**src/rtl/bit_clmul_ctrl.sv**
```systemverilog
`default_nettype none
// ============================================================================
// Module   : bit_clmul_ctrl
// Brief    : Execute-stage sequencer for an iterative carry-less multiply core.
//            Optional macro BIT_CLMUL_CACHE_EN adds a one-entry result cache.
// Revision : 1.0 - initial release
// ============================================================================
module bit_clmul_ctrl (
    input  logic        clk,
    input  logic        rst,
    input  logic        req_valid,
    input  logic [2:0]  req_op,
    input  logic [31:0] req_rdata1,
    input  logic [31:0] req_rdata2,
    input  logic [4:0]  req_waddr,
    input  logic        flush,
    output logic        core_enable,
    output logic [2:0]  core_op,
    output logic [31:0] core_rdata1,
    output logic [31:0] core_rdata2,
    input  logic [31:0] core_result,
    input  logic        core_ready,
    output logic        stall,
    output logic        resp_valid,
    output logic [31:0] resp_result,
    output logic [4:0]  resp_waddr
);

    typedef enum logic [2:0] {
        S_IDLE  = 3'd0,
        S_ISSUE = 3'd1,
        S_WAIT  = 3'd2,
        S_DONE  = 3'd3,
        S_DRAIN = 3'd4
    } state_t;

    state_t      r_state;
    state_t      w_state_nxt;
    logic [2:0]  r_op;
    logic [31:0] r_rdata1;
    logic [31:0] r_rdata2;
    logic [4:0]  r_waddr;
    logic [31:0] r_result;

    logic        w_op_onehot;
    logic        w_accept;
    logic        w_cache_hit;
    logic [31:0] w_cache_result;
    logic        w_core_enable;
    logic        w_stall;
    logic        w_resp_valid;

    assign w_op_onehot = (req_op != 3'b000) && ((req_op & (req_op - 3'd1)) == 3'b000);
    // Gated by rst so stall stays low while reset is held.
    assign w_accept    = rst && (r_state == S_IDLE) && req_valid && !flush && w_op_onehot;

`ifdef BIT_CLMUL_CACHE_EN
    logic        r_cache_valid;
    logic [2:0]  r_cache_op;
    logic [31:0] r_cache_rdata1;
    logic [31:0] r_cache_rdata2;
    logic [31:0] r_cache_result;

    assign w_cache_hit    = r_cache_valid && (r_cache_op == req_op) &&
                            (r_cache_rdata1 == req_rdata1) && (r_cache_rdata2 == req_rdata2);
    assign w_cache_result = r_cache_result;

    // Flush does not invalidate: the entry always holds a genuinely computed result.
    always_ff @(posedge clk) begin
        if (!rst) begin
            r_cache_valid  <= 1'b0;
            r_cache_op     <= 3'b000;
            r_cache_rdata1 <= 32'd0;
            r_cache_rdata2 <= 32'd0;
            r_cache_result <= 32'd0;
        end else if (r_state == S_DONE) begin
            r_cache_valid  <= 1'b1;
            r_cache_op     <= r_op;
            r_cache_rdata1 <= r_rdata1;
            r_cache_rdata2 <= r_rdata2;
            r_cache_result <= r_result;
        end
    end
`else
    assign w_cache_hit    = 1'b0;
    assign w_cache_result = 32'd0;
`endif

    always_comb begin
        w_state_nxt   = r_state;
        w_core_enable = 1'b0;
        w_stall       = 1'b0;
        w_resp_valid  = 1'b0;
        case (r_state)
            S_IDLE: begin
                if (w_accept) begin
                    w_stall     = 1'b1;
                    w_state_nxt = w_cache_hit ? S_DONE : S_ISSUE;
                end
            end
            S_ISSUE: begin
                w_stall = 1'b1;
                if (flush) begin
                    w_state_nxt = S_IDLE;
                end else begin
                    w_core_enable = 1'b1;
                    w_state_nxt   = S_WAIT;
                end
            end
            S_WAIT: begin
                w_stall = 1'b1;
                if (core_ready) begin
                    w_state_nxt = flush ? S_IDLE : S_DONE;
                end else if (flush) begin
                    // The core cannot be aborted; its completion must still be absorbed.
                    w_state_nxt = S_DRAIN;
                end
            end
            S_DONE: begin
                w_resp_valid = !flush;
                w_state_nxt  = S_IDLE;
            end
            S_DRAIN: begin
                w_stall = 1'b1;
                if (core_ready) begin
                    w_state_nxt = S_IDLE;
                end
            end
            default: w_state_nxt = S_IDLE;
        endcase
    end

    always_ff @(posedge clk) begin
        if (!rst) begin
            r_state <= S_IDLE;
        end else begin
            r_state <= w_state_nxt;
        end
    end

    always_ff @(posedge clk) begin
        if (!rst) begin
            r_op     <= 3'b000;
            r_rdata1 <= 32'd0;
            r_rdata2 <= 32'd0;
            r_waddr  <= 5'd0;
            r_result <= 32'd0;
        end else begin
            if (w_accept) begin
                r_op     <= req_op;
                r_rdata1 <= req_rdata1;
                r_rdata2 <= req_rdata2;
                r_waddr  <= req_waddr;
                if (w_cache_hit) begin
                    r_result <= w_cache_result;
                end
            end
            if ((r_state == S_WAIT) && core_ready && !flush) begin
                r_result <= core_result;
            end
        end
    end

    assign core_enable = w_core_enable;
    assign core_op     = r_op;
    assign core_rdata1 = r_rdata1;
    assign core_rdata2 = r_rdata2;
    assign stall       = w_stall;
    assign resp_valid  = w_resp_valid;
    assign resp_result = r_result;
    assign resp_waddr  = r_waddr;

endmodule
`default_nettype wire
```
**config.mk**
```make
export PLATFORM = sky130hd
export DESIGN_NAME = bit_clmul_ctrl
export DESIGN_NICKNAME = d
export VERILOG_FILES = /design/src/rtl/bit_clmul_ctrl.sv
export SDC_FILE = /design/constraint.sdc
export NUM_CORES = 1
export LEC_CHECK = 0
export ABC_AREA = 1
export BUFFER_PORTS_ARGS = -buffer_cell sky130_fd_sc_hd__buf_4
export CAP_MARGIN = 15
export CORE_AREA = 3 3 127 129
export CTS_BUF_LIST = sky130_fd_sc_hd__clkbuf_4
export DETAILED_ROUTE_END_ITERATION = 10
export DIE_AREA = 0 0 130 132
export GPL_TIMING_DRIVEN = 1
export SLEW_MARGIN = 20
export SYNTH_ARGS = -nofsm -noshare
export SYNTH_HDL_FRONTEND = slang
export SYNTH_SLANG_ARGS = --single-unit
```
**constraint.sdc**
```tcl
create_clock -name clk -period 2.94 [get_ports clk]
set_input_delay 0.294 -clock clk [delete_from_list [all_inputs] [get_ports clk]]
set_output_delay 0.294 -clock clk [all_outputs]
set_load 0.01 [all_outputs]
```
==> results.md, run 1 <==
- Outcome: complete, no violations
- Sw Ratio: 0.2879
- Dpl hpwl: 8.595 mm
- Placed cells: 1019
- Commonest non-fill, non-tap cells in the layout: 219 x buf_4, 155 x nand2_1, 153 x nor2_1
- Area delta synth->final: 52.81%
- Critical path peak fanout: between 50 and 60
- Post-Route WL: 12.71 mm
- Initial core utilization: 0.2966
- Yosys reg bits: approximately 110
- Crit path time final: 2288 ps
- Root Buffer: clkbuf_4
- Grt total ovfl: 0
- Diode count: 0
- Met2 Use GR: 0.2287
- Maximum Capacitance Violations: 0
- Setup TNS: 0 ps
- Synth Net Count: around 750
- Antenna-violating nets left: 0
- Initial antenna violation count: 0
- Commonest non-fill, non-tap cell in the layout: buf_4
- TritonCTS Sinks: around 110
- Final Setup Violations: 0
- Clock slew at reported path FFs: about 150 ps
- Worst hold path type: primary input to register
- Sequential cell area fraction in the yosys report: 0.4769
- Clock skew: ~9.3 ps
- Vias after detailed routing: 4453
- Post-CTS resize count: 0
- Internal power: around 2.3 mW
- Worst setup SP type: register
- Die area: between 15000 and 20000 um^2
- Clock share of power: 0.264
- Cell count after synthesis: around 640
- H-tree depth: 3
- Tot GR Track Use: 0.1404
- Residual DRC: 0
- Fillers: 1552
- Area occupied by multi-input gates: about 1800 um^2
- Drt initial violations: around 140
- Crit. End Element: output pin
- Final Hold Vio Count: 0
- Peak supply drop: ~250 uV
- Met1 Use GR: 0.1672
- Nets: between 1k and 1.5k
- Chip Height: 132 um
- Crit-path cells: nor3_4, o21a_1, nand2_8, nand4_1, buf_4
- Finished Layout Cells: roughly 1.1k
- Leak Pwr: 3.572 nW
- Slew Viols, Final: 0
- Die boundary width: ~130 um
- Critical path type: register to output pin
- Register area: 2142 um^2
- Synth warn: 0
- Critical Path RT: between 2000 and 3000 ps
- Final worst-path cycle share: 0.7783
- Max incr delay on CP: approximately 430 ps
- Mapped Area: about 4500 um^2
- Most Crowded Layer GR: met2
- Share of cells above drive strength 1: 0.3356
- Critical path's slowest cell: dfxtp_1
- Global-route wire length before repair: slightly below 20 mm
- RSZ-0062 raised after global routing: no
- Mean Syn Cell Area: approximately 7.0 um^2
- Drt pass-1 iters: 4
- Cell Rows: 45
- Switching power: around 900 uW
- Port Buffers: approximately 220
- TritonCTS Buffers: 9
- Ports: ~220
- Max Fclk: between 400 and 500 MHz
- Yosys cell types: 24
- Met3 usage in global routing: 0.04700
- WL/cell: between 10 and 15 um
- Post-CTS Setup Bufs: 0
- Via density: about 4.1
- Worst path arrival time: just under 2000 ps
- GP Congestion: just over 0.7
- Vias in the first global route: 4045
- Power Dens Cells: ~470 nW/um^2
- Slew margin rel.: 0.6107
- Worst-skew pair later-pin latency: around 450 ps
- Core area: 15150 um^2
- Slack of the worst reg-to-reg path: approximately 1100 ps
- Largest net degree at the start of global routing: 67
- CTS tree: yes
- Comb pwr share: 0.234
- Seq pwr share: 0.502
- Clock Path Buffers: 2
- Worst-Margin Slew: ~580 ps
[metrics by stage]
stage | power (mW) | area [um^2] | setup WS [ps] | hold WS [ps] | utilization
3_5_place_dp | 2.342 | 6195 | 997.4 | 454.4 | 0.4090
3_3_place_gp | 2.334 | 6195 | 949.0 | 448.9 | 0.4090
6_report | 3.202 | 6864 | 651.7 | 57.85 | 0.4532
5_1_grt | 3.404 | 6864 | 474.5 | 15.14 | 0.4532
2_1_floorplan | 2.011 | 4492 | 1394 | 422.2 | -
4_1_cts | 3.265 | 6864 | 564.0 | 0.6394 | 0.4532
[cells in the mapped netlist]
cell | n | share of area
o21a_1 | 1 | 0.0017
nand2_4 | 1 | 0.0025
a21oi_2 | 1 | 0.0020
inv_1 | 83 | 0.069
nor3_2 | 1 | 0.0022
buf_8 | 1 | 0.0033
dfxtp_1 | 107 | 0.48
nand2_1 | 155 | 0.13
nor4_1 | 1 | 0.0014
nor3_4 | 1 | 0.0036
nand4_1 | 2 | 0.0028
nor2_1 | 153 | 0.13
buf_6 | 6 | 0.015
buf_4 | 4 | 0.0067
inv_2 | 2 | 0.0017
nand3_1 | 6 | 0.0067
and2_4 | 1 | 0.0020
nor2_2 | 58 | 0.081
a21oi_1 | 1 | 0.0011
nand3_2 | 1 | 0.0022
o21ai_0 | 34 | 0.038
clkbuf_1 | 14 | 0.012
buf_2 | 8 | 0.0089
nor3_1 | 2 | 0.0022
[repair_timing]
action | in CTS | in global routing
hold buffers | 51 | 0
hold endpoints to repair | 51 | 0
endpoints found under the setup margin | 0 | 0
[layer usage]
| layer | up-vias | part of all wire |
|---|---|---|
| met1 | 1910 | 0.44 |
| met2 | 149 | 0.46 |
| li1 | 2376 | - |
| met4 | 0 | 0.023 |
| met3 | 18 | 0.080 |
| met5 | - | 0 |
[layout make-up]
cell class	count	share of cell area
clock buffer	11	0.01203
clock inverter	4	0.01112
inverter	85	0.04648
multi-input combinational	419	0.2672
sequential	107	0.3121
tap	188	0.03427
timing repair buffer	271	0.3168
[worst max-delay path, delay by kind of cell, from the launching register on]
family / cells / cell delay [ps]
compound gates: 1 / 250
simple gates: 3 / 700
buf+inv: 1 / 140
flops: 1 / 430
[registers in the layout, indices dropped and copies added, names as in the netlist]
signal       flops
core_rdata2     32
resp_result     32
r_state          3
core_op          3
resp_waddr       5
core_rdata1     32
[power by group through the flow]
| stage | sequential (mW) | combinational, mW | clock (mW) |
|---|---|---|---|
| CTS | 1.61 | 0.760 | 0.896 |
| floorplan | 1.67 | 0.343 | 0 |
| detailed placement | 1.64 | 0.703 | 0 |
| finish | 1.61 | 0.750 | 0.845 |
| global route | 1.62 | 0.841 | 0.941 |
| global placement | 1.64 | 0.697 | 0 |
[final timing paths]
| path | from | endpoint | cells past startpoint |
|---|---|---|---|
| setup / recovery | r_state[2] | stall | 5 |
| hold / removal | req_rdata1[9] | core_rdata1[9] | 3 |
| setup reg to reg | r_state[2] | core_op[1] | 7 |
| hold reg to reg | core_op[2] | core_op[2] | 2 |
[kinds of logic after synthesis]
kind of cell	Yosys count	share of synthesized area
buffers and inverters	118	0.1167
AND/OR/NAND/NOR	382	0.3638
flip-flops	107	0.4769
AO/OA/AOI/OAI	37	0.04262
Note: power is estimated with default switching activity, not from simulation.
==> run 2, diff against run 1 <==
clock period = 2.3 ns   (was 2.94 ns; I/O delays follow)
==> results.md, run 2 (synthesized netlist as in run 1, its figures left out) <==
- Worst setup SP type: primary input
- Design Area, Final: ~7400 um^2
- Util after Layout: 0.4891
- TritonCTS Sinks: 107
- Crit path time final: approximately 2100 ps
- Setup TNS: 0 ps
- Crit. End Element: output pin
- Die boundary width: 130 um
- Cell Rows: 45
- Tot GR Track Use: 0.1476
- Dpl hpwl: 8.564 mm
- Critical path type: primary input to output pin
- Drt initial violations: 150
- Max incr delay on CP: between 500 and 600 ps
- Crit path max-delay family: buffers and inverters
- Drt pass-1 iters: 4
- Ports: 216
- Clock slew at reported path FFs: ~150 ps
- Largest net degree at the start of global routing: about 110
- Share of cells above drive strength 1: 0.3193
- Critical path peak fanout: 20
- Min-Delay Endpoint: r_state[1]
- Critical Path RT: approximately 2100 ps
- Worst-skew pair later-pin latency: 470 ps
- R2R cell count: 7
- Area delta synth->final: 64.93%
- Fillers: ~1.5k
- Vias after detailed routing: 4631
- Antenna-violating nets left: 0
- Hold depth: 4
- Core area: around 15000 um^2
- Critical path's slowest cell: dlygate4sd3_1
- Slew Viols, Final: 0
- Finished Layout Cells: 1140
- Post-CTS Setup Bufs: 0
- GP Congestion: around 0.72
- WP buf/inv: 4
- Commonest non-fill, non-tap cell in the layout: buf_4
- Diode count: 0
- Outcome: complete, no violations
- H-tree depth: 3
- Die area: between 15000 and 20000 um^2
- Nets: ~1.1k
- RSZ-0062 raised after global routing: no
- Placed cells: roughly 1.0k
- Commonest non-fill, non-tap cells in the layout: 219 x buf_4, 155 x nand2_1, 153 x nor2_1
- Max Fclk: about 480 MHz
- Maximum Capacitance Violations: 0
- Initial core utilization: 0.2966
- Final Hold Vio Count: 0
- WL/cell: ~12 um
- Slew margin rel.: 0.6874
- Tot Pwr: a little over 4 mW
- Power Dens Cells: between 500 and 600 nW/um^2
- Chip Height: about 130 um
- Reg2reg start: r_state[2]
- Final worst-path cycle share: 0.9151
- Final Setup Violations: 0
- CTS tree: yes
- Vias in the first global route: roughly 4.3k
- Port Buffers: 215
- RR Endpoint: core_rdata1[20]
- Worst hold path type: primary input to register
- Residual DRC: 0
- Global-route wire length before repair: between 20 and 25 mm
- Worst path arrival time: ~1900 ps
- Post-Route WL: approximately 13 mm
- Placed instance area: 6235 um^2
- Clock skew: 12.39 ps
- Root Buffer: clkbuf_4
- Slack of the worst reg-to-reg path: 670 ps
- TritonCTS Buffers: 9
- Leak Pwr: between 3 and 4 nW
- Peak supply drop: 322.7 uV
- Clock Path Buffers: 2
- Worst-Margin Slew: about 470 ps
- Grt total ovfl: 0
- Via density: between 4 and 5
- Crit-path cells: dlygate4sd3_1, buf_4, inv_1, nand2_1, o21a_2, nand2_8, nand4_1, buf_4
- CP most frequent cell: buf_4
- Initial antenna violation count: 0
- Startpoint of the worst hold path: core_ready
## run 2: changes by cell type in the layout (fill, tap and decap cells not counted), sizes merged
cell,change
clkinv,+2
dlygate4sd3,+52
nand2,+1
clkbuf,-1
bufinv,-1
buf,+2
## run 2: cell type report
class / instances / area [um^2] / share of cell area
clock inverter: 5 / 55.05 / 0.007431
tap: 188 / 235.2 / 0.03175
clock buffer: 10 / 75.07 / 0.01013
sequential: 107 / 2142 / 0.2891
multi-input combinational: 420 / 1847 / 0.2493
timing repair buffer: 325 / 2735 / 0.3692
inverter: 85 / 319.1 / 0.04307
## run 2: worst min-delay path, delay by kind of cell
kind | cells | cell delay (ps)
compound gates | 1 | 150
buf+inv | 2 | 140
simple gates | 1 | 40
## run 2: layer usage
metal / global-route usage / vias up / wire length (um)
met5: 0 / - / 0
met4: 0.04157 / 0 / 221
met3: 0.05713 / 15 / 1058
met2: 0.2479 / 153 / 6458
met1: 0.1743 / 1970 / 5638
li1: - / 2493 / -
## run 2: worst max-delay path by stage
stage | from | endpoint | slack (ps) | cells after the start
floorplan | r_state[2] | stall | 830 | 6
global placement | flush | core_rdata1[11] | 600 | 9
detailed placement | flush | core_rdata1[7] | 570 | 10
CTS | r_state[2] | stall | 60 | 5
global route | r_state[2] | stall | 90 | 5
finish | req_op[1] | stall | 200 | 8
## run 2: through the flow
| step | hold slack (ps) | setup WS, ps |
|---|---|---|
| after floorplan | 358.2 | 828.2 |
| after CTS | 81.49 | 59.64 |
| final | 134.0 | 195.3 |
| after global placement | 447.1 | 599.5 |
| after detailed placement | 453.8 | 567.6 |
| after global routing | 97.22 | 90.10 |
## run 2: where the power goes
part	internal, mW	leakage (nW)	switching [mW]
Clock	0.336	0.0699	0.618
Sequential	1.97	0.866	0.0835
Combinational	0.546	2.86	0.518
Total	2.85	3.80	1.22
## run 2: timing repair
| item | in CTS | in global routing |
|---|---|---|
| hold buffers | 103 | 0 |
| endpoints found under the hold margin | 103 | 0 |
| resized for setup | 0 | 1 |
| setup endpoints to repair | 0 | 1 |
